## src/rtl/cache_bus_arbiter_if.sv

```systemverilog
// -----------------------------------------------------------------------------
// cache_bus_arbiter_if
// Bundles every handshake/bus signal between the two cache controllers
// (m0 = I-cache, m1 = D-cache), the arbiter and the system bus (s_*).
//   modport slave  : arbiter view (it serves the cache controllers and
//                    forwards their traffic to the system bus)
//   modport master : environment view (cache controllers + system bus model)
// Signals per master i: readAddr_valid/readAddr/readAddr_ready,
//   readData_valid/readData_ready, writeAddr_valid/writeAddr/writeAddr_ready,
//   writeData_valid/writeData/writeData_ready, writeResp_valid/writeResp_ready.
// Shared to masters: m_readData, m_writeResp_msg.
// System bus: s_readAddr*, s_readData*, s_writeAddr*, s_writeData*,
//   s_writeResp*.
// -----------------------------------------------------------------------------
interface cache_bus_arbiter_if #(
  parameter int ADDR_W = 32,
  parameter int DATA_W = 32
);
  logic              m0_readAddr_valid,  m1_readAddr_valid;
  logic [ADDR_W-1:0] m0_readAddr,        m1_readAddr;
  logic              m0_readAddr_ready,  m1_readAddr_ready;
  logic              m0_readData_ready,  m1_readData_ready;
  logic              m0_readData_valid,  m1_readData_valid;
  logic [DATA_W-1:0] m_readData;
  logic              m0_writeAddr_valid, m1_writeAddr_valid;
  logic              m0_writeData_valid, m1_writeData_valid;
  logic [ADDR_W-1:0] m0_writeAddr,       m1_writeAddr;
  logic [DATA_W-1:0] m0_writeData,       m1_writeData;
  logic              m0_writeAddr_ready, m1_writeAddr_ready;
  logic              m0_writeData_ready, m1_writeData_ready;
  logic              m0_writeResp_ready, m1_writeResp_ready;
  logic              m0_writeResp_valid, m1_writeResp_valid;
  logic [DATA_W-1:0] m_writeResp_msg;

  logic              s_readAddr_valid;
  logic [ADDR_W-1:0] s_readAddr;
  logic              s_readAddr_ready;
  logic              s_readData_valid;
  logic [DATA_W-1:0] s_readData;
  logic              s_readData_ready;
  logic              s_writeAddr_valid, s_writeData_valid;
  logic [ADDR_W-1:0] s_writeAddr;
  logic [DATA_W-1:0] s_writeData;
  logic              s_writeAddr_ready, s_writeData_ready;
  logic              s_writeResp_valid;
  logic [DATA_W-1:0] s_writeResp_msg;
  logic              s_writeResp_ready;

  modport slave (
    input  m0_readAddr_valid, m1_readAddr_valid, m0_readAddr, m1_readAddr,
           m0_readData_ready, m1_readData_ready,
           m0_writeAddr_valid, m1_writeAddr_valid, m0_writeData_valid, m1_writeData_valid,
           m0_writeAddr, m1_writeAddr, m0_writeData, m1_writeData,
           m0_writeResp_ready, m1_writeResp_ready,
           s_readAddr_ready, s_readData_valid, s_readData,
           s_writeAddr_ready, s_writeData_ready, s_writeResp_valid, s_writeResp_msg,
    output m0_readAddr_ready, m1_readAddr_ready, m0_readData_valid, m1_readData_valid,
           m_readData, m0_writeAddr_ready, m1_writeAddr_ready,
           m0_writeData_ready, m1_writeData_ready, m0_writeResp_valid, m1_writeResp_valid,
           m_writeResp_msg, s_readAddr_valid, s_readAddr, s_readData_ready,
           s_writeAddr_valid, s_writeData_valid, s_writeAddr, s_writeData, s_writeResp_ready
  );

  modport master (
    output m0_readAddr_valid, m1_readAddr_valid, m0_readAddr, m1_readAddr,
           m0_readData_ready, m1_readData_ready,
           m0_writeAddr_valid, m1_writeAddr_valid, m0_writeData_valid, m1_writeData_valid,
           m0_writeAddr, m1_writeAddr, m0_writeData, m1_writeData,
           m0_writeResp_ready, m1_writeResp_ready,
           s_readAddr_ready, s_readData_valid, s_readData,
           s_writeAddr_ready, s_writeData_ready, s_writeResp_valid, s_writeResp_msg,
    input  m0_readAddr_ready, m1_readAddr_ready, m0_readData_valid, m1_readData_valid,
           m_readData, m0_writeAddr_ready, m1_writeAddr_ready,
           m0_writeData_ready, m1_writeData_ready, m0_writeResp_valid, m1_writeResp_valid,
           m_writeResp_msg, s_readAddr_valid, s_readAddr, s_readData_ready,
           s_writeAddr_valid, s_writeData_valid, s_writeAddr, s_writeData, s_writeResp_ready
  );
endinterface

```

## src/rtl/cache_bus_arbiter.sv

```systemverilog
// -----------------------------------------------------------------------------
// cache_bus_arbiter
// Shares one system bus between the I-cache (m0) and D-cache (m1) controllers.
// One transaction is in flight at a time; owner selection is round-robin,
// reads win over writes for the same master.
// Ports:
//   clk      : clock, rising edge
//   rst      : asynchronous active-high reset
//   bus      : cache_bus_arbiter_if.slave, all master and system bus handshakes
//   grant_id : registered index of the current/last owner
//   busy     : high whenever the FSM is not idle
// -----------------------------------------------------------------------------
module cache_bus_arbiter #(
  parameter int ADDR_W = 32,
  parameter int DATA_W = 32
) (
  input  logic                  clk,
  input  logic                  rst,
  cache_bus_arbiter_if.slave    bus,
  output logic                  grant_id,
  output logic                  busy
);

  typedef enum logic [2:0] {
    S_IDLE    = 3'd0,
    S_RD_ADDR = 3'd1,
    S_RD_DATA = 3'd2,
    S_WR_ADDR = 3'd3,
    S_WR_RESP = 3'd4
  } state_t;

  state_t state_r;
  logic   grant_r;
  logic   last_owner_r;
  logic   busy_r;

  logic req_rd0_s, req_wr0_s, req_rd1_s, req_wr1_s, req0_s, req1_s;
  logic win_s, win_rd_s;
  logic own_rav_s, own_rdr_s, own_awv_s, own_wdv_s, own_bready_s;
  logic [ADDR_W-1:0] own_raddr_s, own_waddr_s;
  logic [DATA_W-1:0] own_wdata_s;
  logic in_rd_addr_s, in_rd_data_s, in_wr_addr_s, in_wr_resp_s;

  assign req_rd0_s = bus.m0_readAddr_valid;
  assign req_rd1_s = bus.m1_readAddr_valid;
  assign req_wr0_s = bus.m0_writeAddr_valid & bus.m0_writeData_valid;
  assign req_wr1_s = bus.m1_writeAddr_valid & bus.m1_writeData_valid;
  assign req0_s    = req_rd0_s | req_wr0_s;
  assign req1_s    = req_rd1_s | req_wr1_s;

  // On contention the master that was not served last wins.
  assign win_s    = (req0_s & req1_s) ? ~last_owner_r : req1_s;
  assign win_rd_s = win_s ? req_rd1_s : req_rd0_s;

  // Owner-side views of the master signals.
  assign own_rav_s    = grant_r ? bus.m1_readAddr_valid  : bus.m0_readAddr_valid;
  assign own_rdr_s    = grant_r ? bus.m1_readData_ready  : bus.m0_readData_ready;
  assign own_awv_s    = grant_r ? bus.m1_writeAddr_valid : bus.m0_writeAddr_valid;
  assign own_wdv_s    = grant_r ? bus.m1_writeData_valid : bus.m0_writeData_valid;
  assign own_bready_s = grant_r ? bus.m1_writeResp_ready : bus.m0_writeResp_ready;
  assign own_raddr_s  = grant_r ? bus.m1_readAddr        : bus.m0_readAddr;
  assign own_waddr_s  = grant_r ? bus.m1_writeAddr       : bus.m0_writeAddr;
  assign own_wdata_s  = grant_r ? bus.m1_writeData       : bus.m0_writeData;

  assign in_rd_addr_s = (state_r == S_RD_ADDR);
  assign in_rd_data_s = (state_r == S_RD_DATA);
  assign in_wr_addr_s = (state_r == S_WR_ADDR);
  assign in_wr_resp_s = (state_r == S_WR_RESP);

  // Arbitration FSM: owner, direction and round-robin history.
  always_ff @(posedge clk or posedge rst) begin
    if (rst) begin
      state_r      <= S_IDLE;
      grant_r      <= 1'b0;
      last_owner_r <= 1'b1;
      busy_r       <= 1'b0;
    end else begin
      case (state_r)
        S_IDLE: begin
          if (req0_s | req1_s) begin
            grant_r <= win_s;
            busy_r  <= 1'b1;
            state_r <= win_rd_s ? S_RD_ADDR : S_WR_ADDR;
          end
        end
        S_RD_ADDR: begin
          if (own_rav_s & bus.s_readAddr_ready) begin
            state_r <= S_RD_DATA;
          end
        end
        S_RD_DATA: begin
          if (bus.s_readData_valid & own_rdr_s) begin
            state_r      <= S_IDLE;
            last_owner_r <= grant_r;
            busy_r       <= 1'b0;
          end
        end
        S_WR_ADDR: begin
          // Address and data must be accepted in the same cycle.
          if (own_awv_s & own_wdv_s & bus.s_writeAddr_ready & bus.s_writeData_ready) begin
            state_r <= S_WR_RESP;
          end
        end
        S_WR_RESP: begin
          if (bus.s_writeResp_valid & own_bready_s) begin
            state_r      <= S_IDLE;
            last_owner_r <= grant_r;
            busy_r       <= 1'b0;
          end
        end
        default: begin
          state_r <= S_IDLE;
          busy_r  <= 1'b0;
        end
      endcase
    end
  end

  assign grant_id = grant_r;
  assign busy     = busy_r;

  // System bus side: valids/readies only in their matching state.
  assign bus.s_readAddr_valid  = in_rd_addr_s & own_rav_s;
  assign bus.s_readAddr        = own_raddr_s;
  assign bus.s_readData_ready  = in_rd_data_s & own_rdr_s;
  assign bus.s_writeAddr_valid = in_wr_addr_s & own_awv_s;
  assign bus.s_writeData_valid = in_wr_addr_s & own_wdv_s;
  assign bus.s_writeAddr       = own_waddr_s;
  assign bus.s_writeData       = own_wdata_s;
  assign bus.s_writeResp_ready = in_wr_resp_s & own_bready_s;

  // Master side: only the owner ever sees a ready/valid.
  assign bus.m0_readAddr_ready  = in_rd_addr_s & ~grant_r & bus.s_readAddr_ready;
  assign bus.m1_readAddr_ready  = in_rd_addr_s &  grant_r & bus.s_readAddr_ready;
  assign bus.m0_readData_valid  = in_rd_data_s & ~grant_r & bus.s_readData_valid;
  assign bus.m1_readData_valid  = in_rd_data_s &  grant_r & bus.s_readData_valid;
  assign bus.m0_writeAddr_ready = in_wr_addr_s & ~grant_r & bus.s_writeAddr_ready;
  assign bus.m1_writeAddr_ready = in_wr_addr_s &  grant_r & bus.s_writeAddr_ready;
  assign bus.m0_writeData_ready = in_wr_addr_s & ~grant_r & bus.s_writeData_ready;
  assign bus.m1_writeData_ready = in_wr_addr_s &  grant_r & bus.s_writeData_ready;
  assign bus.m0_writeResp_valid = in_wr_resp_s & ~grant_r & bus.s_writeResp_valid;
  assign bus.m1_writeResp_valid = in_wr_resp_s &  grant_r & bus.s_writeResp_valid;

  // Shared return buses are broadcast; the per-master valids qualify them.
  assign bus.m_readData      = bus.s_readData;
  assign bus.m_writeResp_msg = bus.s_writeResp_msg;

endmodule
```

## src/flat_wrapper.sv

```systemverilog
// flat-port wrapper written by rule: the top's interface ports become plain ports
module cache_bus_arbiter_flat 
#(
  parameter int ADDR_W = 32,
  parameter int DATA_W = 32
)
  (clk, rst, grant_id, busy, bus_m0_readAddr_valid, bus_m1_readAddr_valid, bus_m0_readAddr, bus_m1_readAddr, bus_m0_readData_ready, bus_m1_readData_ready, bus_m0_writeAddr_valid, bus_m1_writeAddr_valid, bus_m0_writeData_valid, bus_m1_writeData_valid, bus_m0_writeAddr, bus_m1_writeAddr, bus_m0_writeData, bus_m1_writeData, bus_m0_writeResp_ready, bus_m1_writeResp_ready, bus_s_readAddr_ready, bus_s_readData_valid, bus_s_readData, bus_s_writeAddr_ready, bus_s_writeData_ready, bus_s_writeResp_valid, bus_s_writeResp_msg, bus_m0_readAddr_ready, bus_m1_readAddr_ready, bus_m0_readData_valid, bus_m1_readData_valid, bus_m_readData, bus_m0_writeAddr_ready, bus_m1_writeAddr_ready, bus_m0_writeData_ready, bus_m1_writeData_ready, bus_m0_writeResp_valid, bus_m1_writeResp_valid, bus_m_writeResp_msg, bus_s_readAddr_valid, bus_s_readAddr, bus_s_readData_ready, bus_s_writeAddr_valid, bus_s_writeData_valid, bus_s_writeAddr, bus_s_writeData, bus_s_writeResp_ready);
  cache_bus_arbiter_if #(.ADDR_W(ADDR_W), .DATA_W(DATA_W)) bus_i ();
  input  logic clk;
  input  logic rst;
  output logic grant_id;
  output logic busy;
  input wire logic [$bits(bus_i.m0_readAddr_valid)-1:0] bus_m0_readAddr_valid;
  input wire logic [$bits(bus_i.m1_readAddr_valid)-1:0] bus_m1_readAddr_valid;
  input wire logic [$bits(bus_i.m0_readAddr)-1:0] bus_m0_readAddr;
  input wire logic [$bits(bus_i.m1_readAddr)-1:0] bus_m1_readAddr;
  input wire logic [$bits(bus_i.m0_readData_ready)-1:0] bus_m0_readData_ready;
  input wire logic [$bits(bus_i.m1_readData_ready)-1:0] bus_m1_readData_ready;
  input wire logic [$bits(bus_i.m0_writeAddr_valid)-1:0] bus_m0_writeAddr_valid;
  input wire logic [$bits(bus_i.m1_writeAddr_valid)-1:0] bus_m1_writeAddr_valid;
  input wire logic [$bits(bus_i.m0_writeData_valid)-1:0] bus_m0_writeData_valid;
  input wire logic [$bits(bus_i.m1_writeData_valid)-1:0] bus_m1_writeData_valid;
  input wire logic [$bits(bus_i.m0_writeAddr)-1:0] bus_m0_writeAddr;
  input wire logic [$bits(bus_i.m1_writeAddr)-1:0] bus_m1_writeAddr;
  input wire logic [$bits(bus_i.m0_writeData)-1:0] bus_m0_writeData;
  input wire logic [$bits(bus_i.m1_writeData)-1:0] bus_m1_writeData;
  input wire logic [$bits(bus_i.m0_writeResp_ready)-1:0] bus_m0_writeResp_ready;
  input wire logic [$bits(bus_i.m1_writeResp_ready)-1:0] bus_m1_writeResp_ready;
  input wire logic [$bits(bus_i.s_readAddr_ready)-1:0] bus_s_readAddr_ready;
  input wire logic [$bits(bus_i.s_readData_valid)-1:0] bus_s_readData_valid;
  input wire logic [$bits(bus_i.s_readData)-1:0] bus_s_readData;
  input wire logic [$bits(bus_i.s_writeAddr_ready)-1:0] bus_s_writeAddr_ready;
  input wire logic [$bits(bus_i.s_writeData_ready)-1:0] bus_s_writeData_ready;
  input wire logic [$bits(bus_i.s_writeResp_valid)-1:0] bus_s_writeResp_valid;
  input wire logic [$bits(bus_i.s_writeResp_msg)-1:0] bus_s_writeResp_msg;
  output wire logic [$bits(bus_i.m0_readAddr_ready)-1:0] bus_m0_readAddr_ready;
  output wire logic [$bits(bus_i.m1_readAddr_ready)-1:0] bus_m1_readAddr_ready;
  output wire logic [$bits(bus_i.m0_readData_valid)-1:0] bus_m0_readData_valid;
  output wire logic [$bits(bus_i.m1_readData_valid)-1:0] bus_m1_readData_valid;
  output wire logic [$bits(bus_i.m_readData)-1:0] bus_m_readData;
  output wire logic [$bits(bus_i.m0_writeAddr_ready)-1:0] bus_m0_writeAddr_ready;
  output wire logic [$bits(bus_i.m1_writeAddr_ready)-1:0] bus_m1_writeAddr_ready;
  output wire logic [$bits(bus_i.m0_writeData_ready)-1:0] bus_m0_writeData_ready;
  output wire logic [$bits(bus_i.m1_writeData_ready)-1:0] bus_m1_writeData_ready;
  output wire logic [$bits(bus_i.m0_writeResp_valid)-1:0] bus_m0_writeResp_valid;
  output wire logic [$bits(bus_i.m1_writeResp_valid)-1:0] bus_m1_writeResp_valid;
  output wire logic [$bits(bus_i.m_writeResp_msg)-1:0] bus_m_writeResp_msg;
  output wire logic [$bits(bus_i.s_readAddr_valid)-1:0] bus_s_readAddr_valid;
  output wire logic [$bits(bus_i.s_readAddr)-1:0] bus_s_readAddr;
  output wire logic [$bits(bus_i.s_readData_ready)-1:0] bus_s_readData_ready;
  output wire logic [$bits(bus_i.s_writeAddr_valid)-1:0] bus_s_writeAddr_valid;
  output wire logic [$bits(bus_i.s_writeData_valid)-1:0] bus_s_writeData_valid;
  output wire logic [$bits(bus_i.s_writeAddr)-1:0] bus_s_writeAddr;
  output wire logic [$bits(bus_i.s_writeData)-1:0] bus_s_writeData;
  output wire logic [$bits(bus_i.s_writeResp_ready)-1:0] bus_s_writeResp_ready;
  assign bus_i.m0_readAddr_valid = bus_m0_readAddr_valid;
  assign bus_i.m1_readAddr_valid = bus_m1_readAddr_valid;
  assign bus_i.m0_readAddr = bus_m0_readAddr;
  assign bus_i.m1_readAddr = bus_m1_readAddr;
  assign bus_i.m0_readData_ready = bus_m0_readData_ready;
  assign bus_i.m1_readData_ready = bus_m1_readData_ready;
  assign bus_i.m0_writeAddr_valid = bus_m0_writeAddr_valid;
  assign bus_i.m1_writeAddr_valid = bus_m1_writeAddr_valid;
  assign bus_i.m0_writeData_valid = bus_m0_writeData_valid;
  assign bus_i.m1_writeData_valid = bus_m1_writeData_valid;
  assign bus_i.m0_writeAddr = bus_m0_writeAddr;
  assign bus_i.m1_writeAddr = bus_m1_writeAddr;
  assign bus_i.m0_writeData = bus_m0_writeData;
  assign bus_i.m1_writeData = bus_m1_writeData;
  assign bus_i.m0_writeResp_ready = bus_m0_writeResp_ready;
  assign bus_i.m1_writeResp_ready = bus_m1_writeResp_ready;
  assign bus_i.s_readAddr_ready = bus_s_readAddr_ready;
  assign bus_i.s_readData_valid = bus_s_readData_valid;
  assign bus_i.s_readData = bus_s_readData;
  assign bus_i.s_writeAddr_ready = bus_s_writeAddr_ready;
  assign bus_i.s_writeData_ready = bus_s_writeData_ready;
  assign bus_i.s_writeResp_valid = bus_s_writeResp_valid;
  assign bus_i.s_writeResp_msg = bus_s_writeResp_msg;
  assign bus_m0_readAddr_ready = bus_i.m0_readAddr_ready;
  assign bus_m1_readAddr_ready = bus_i.m1_readAddr_ready;
  assign bus_m0_readData_valid = bus_i.m0_readData_valid;
  assign bus_m1_readData_valid = bus_i.m1_readData_valid;
  assign bus_m_readData = bus_i.m_readData;
  assign bus_m0_writeAddr_ready = bus_i.m0_writeAddr_ready;
  assign bus_m1_writeAddr_ready = bus_i.m1_writeAddr_ready;
  assign bus_m0_writeData_ready = bus_i.m0_writeData_ready;
  assign bus_m1_writeData_ready = bus_i.m1_writeData_ready;
  assign bus_m0_writeResp_valid = bus_i.m0_writeResp_valid;
  assign bus_m1_writeResp_valid = bus_i.m1_writeResp_valid;
  assign bus_m_writeResp_msg = bus_i.m_writeResp_msg;
  assign bus_s_readAddr_valid = bus_i.s_readAddr_valid;
  assign bus_s_readAddr = bus_i.s_readAddr;
  assign bus_s_readData_ready = bus_i.s_readData_ready;
  assign bus_s_writeAddr_valid = bus_i.s_writeAddr_valid;
  assign bus_s_writeData_valid = bus_i.s_writeData_valid;
  assign bus_s_writeAddr = bus_i.s_writeAddr;
  assign bus_s_writeData = bus_i.s_writeData;
  assign bus_s_writeResp_ready = bus_i.s_writeResp_ready;
  cache_bus_arbiter #(.ADDR_W(ADDR_W), .DATA_W(DATA_W)) u_core (.clk(clk), .rst(rst), .bus(bus_i), .grant_id(grant_id), .busy(busy));
endmodule
```

## config.mk

```make
export PLATFORM = sky130hd
export DESIGN_NAME = cache_bus_arbiter_flat
export DESIGN_NICKNAME = d
export VERILOG_FILES = /design/src/rtl/cache_bus_arbiter_if.sv /design/src/rtl/cache_bus_arbiter.sv /design/src/flat_wrapper.sv
export SDC_FILE = /design/constraint.sdc
export NUM_CORES = 1
export LEC_CHECK = 0
export ABC_AREA = 1
export ABC_CLOCK_PERIOD_IN_PS = 1200
export CORE_AREA = 4 4 173 175
export DETAILED_ROUTE_END_ITERATION = 10
export DIE_AREA = 0 0 177 179
export HOLD_SLACK_MARGIN = 0.15
export MAX_ROUTING_LAYER = met4
export SLEW_MARGIN = 20
export SYNTH_ARGS = -nofsm -noshare
export SYNTH_HDL_FRONTEND = slang
export SYNTH_SLANG_ARGS = --single-unit
```

## constraint.sdc

```tcl
create_clock -name clk -period 1.2 [get_ports clk]
set_input_delay 0.24 -clock clk [delete_from_list [all_inputs] [get_ports clk]]
set_output_delay 0.24 -clock clk [all_outputs]
set_load 0.1 [all_outputs]
```

==> impl_metrics.yaml, run 1 <==
clock_tree:
  cts.reportedPaths.clkPinSlew_ns: 0.04
  h-tree-depth: 1
  cts_hold_buf: 0
  clock-sinks: 6
  clock_latency_ns: 0.23
  cts_tree: "yes"
  cts_made_buffers: 3
  cts_root_buf: "clkbuf_16"
  cts_buffer_depth: 2
logic_synthesis:
  yosys_register_bits: 6
  syn_area_per_cell_um2: 4.90
  ys_types: 23
  syn_inst: 479
  syn-num-nets: 752
  yosysWarningCount: 0
  seq_area_frac_synth_pct: 6.45
  synth.cell_area_um2: 2350
timing:
  slew_headroom_pct: 83.0
  final-setup-viol-count: 118
  whs_ns: 0.241
  rsz0062_at_grt: "yes"
  final.min_clock_period_ns: 1.78
  final_max_slew_viol_count: 0
  max_freq_mhz: 562
  max_slew.worst_pin.slew_ns: 0.255
  timing_hold_violations_final: 0
  finalCritPeriodShare_pct: 148
  fin_ws_ns: -0.581
  fin_worst_skew_ns: 0.00135
critical_path:
  startpoint_type: "flop"
  worstPathCellList: "inv_12 > buf_16 > nand2_1 > buf_4 > nand2_8 > buf_12"
  arrival_ns: 1.54
  cp_data_required_time_ns: 0.96
  slowest_stage: "dfrtp_4"
  critPathTopFamily: "buffers and inverters"
  crit_fanout: 24
  crit_path_max_incr_delay_ns: 0.52
  cp.buffers_inverters: 4
  end_kind: "output port"
  path_depth: 6
  critPathKind: "flop to output port"
  reg2reg_depth: 9
power:
  fin_total_pwr_mw: 30.5
  p_leak_nw: 3.84
  ir_drop_mv: 2.08
  power_density_nw_per_um2: 3230
drt:
  ant_nets: 0
  vias: 3983
  wl_per_cell_um: 14.3
  totalWireLength_um: 16400
  first_pass_iters: 4
  drtIter0Drc: 59
  drc: 0
  via_per_inst: 3.46
placed_design:
  dpl.hpwl_um: 14600
  place_area_um2: 8910
  io_buffer_count: 321
  dp.cells: 1139
  place.gp.congestion: 0.771
global_routing:
  grt_overflow: 0
  first_global_vias: 4189
  grt_max_degree: 25
  antenna_found_initial: 1
  gr-usage-all-layers_pct: 9.79
  grt_pass1_wl_um: 23500
layout:
  layout_common_cells: "clkdlybuf4s50_1, buf_12, nand2_2, nand2_8, nand2_1"
  final_area_um2: 9450
  fin_cells: 1152
  layout.nets: 1041
  area_growth_pct: 303
  drive_gt1_share_pct: 58.4
  num-fill-cells: 2872
  final_common_cell: "clkdlybuf4s50_1"
floorplanning:
  ios: 450
  fp.coreArea_um2: 28500
  fp.dieH_um: 179
  die_x_um: 177
  dieArea_um2: 31700
  rows: 62
  start_util_pct: 8.24
run:
  maxCapViolCount: 0
outcome:
  violations: "negative setup slack"
  status: "complete, but fails checks"
min_path:
  hold_class: "input pin to async pin"
## state kept, by name (all words and copies together) (netlist names)
register and cells:
u_core.busy 1, u_core.state_r 3, u_core.last_owner_r 1, u_core.grant_id 1
## power breakdown
group | switching [mW] | total, mW | internal [mW]
Clock | 0.125 | 0.567 | 0.442
Sequential | 0.187 | 0.531 | 0.343
Combinational | 18.7 | 29.4 | 10.7
## per-layer routing
metal	share of wire, %	GRT usage, %	up-vias
li1	-	-	1948
met1	35	10.5	1799
met3	10	3.02	10
met5	0	-	-
met4	0.75	0.935	0
met2	54	18.5	226
## layout make-up
class	count	area, um^2	share of cell area [%]
inverters	21	101	1.07
repair buffers	371	4930	52.1
well taps	384	480	5.08
multi-input cells	365	3700	39.2
flip-flops and latches	6	158	1.67
clock buffers	4	78.8	0.834
diodes	1	2.50	0.0265
## worst paths after layout
kind                                      from                  end  slack, ns
min reg2reg                u_core.last_owner_r  u_core.last_owner_r       0.49
min                                        rst          u_core.busy       0.24
max in group asynchronous                  rst  u_core.last_owner_r       0.70
max                            u_core.grant_id   bus_s_writeAddr[1]      -0.58
min in group clk            bus_s_readData[12]   bus_m_readData[12]       0.48
max reg2reg                    u_core.grant_id    u_core.state_r[1]      -0.38
## timing repair
item | 4_1_cts | 5_1_grt
buffers inserted | 5 | 2
resized for setup | 81 | 40
setup endpoints to repair | 118 | 118
endpoints found under the hold margin | 0 | 0
gates cloned | 1 | 0
pin swaps | 7 | 4
## logic make-up after synthesis
family	synth area share (%)
flops	6.45
buf+inv	29.7
compound gates	2.83
simple gates	61.0
## synthesized netlist by cell type
cell type  instances  area share, %
nand2_1          316             51
buf_4             71             23
inv_1             14            2.2
buf_2             11            2.3
nand2_2           10            2.7
nor3_1             8            1.7
nor2_1             7            1.1
inv_2              6           0.96
a21oi_1            5            1.1
dfrtp_1            5            5.3
clkbuf_1           4           0.64
nand3_2            4            1.7
nand3_1            3           0.64
o21ai_0            3           0.64
nor2_2             2           0.53
nor2_4             2           0.96
o21ai_1            2           0.43
buf_6              1           0.48
dfstp_2            1            1.1
inv_6              1           0.37
nor3_2             1           0.43
nor3_4             1           0.69
o21ai_4            1           0.69
## worst reg2reg max path, delay by kind of cell (launching register included)
family / cells / cell delay, ns
AO/OA/AOI/OAI: 1 / 0.18
buffers and inverters: 2 / 0.34
flip-flops: 1 / 0.52
AND/OR/NAND/NOR: 6 / 0.42
## per-stage QoR
stage          utilization [%]  setup slack (ns)  setup TNS, ns
2_1_floorplan                -            -0.836         -58.35
3_3_place_gp              31.3            -0.393         -36.03
3_5_place_dp              31.3            -0.391         -37.41
4_1_cts                   32.6            -0.608         -60.62
5_1_grt                   33.2            -0.634         -65.36
6_report                  33.2            -0.581         -58.64
(Power assumes the default switching activity.)
==> run 2, diff against run 1 <==
- HOLD_SLACK_MARGIN: 0.15 -> not set
==> results of run 2 <==
Final layout, timing and power as in run 1 (identical DEF).
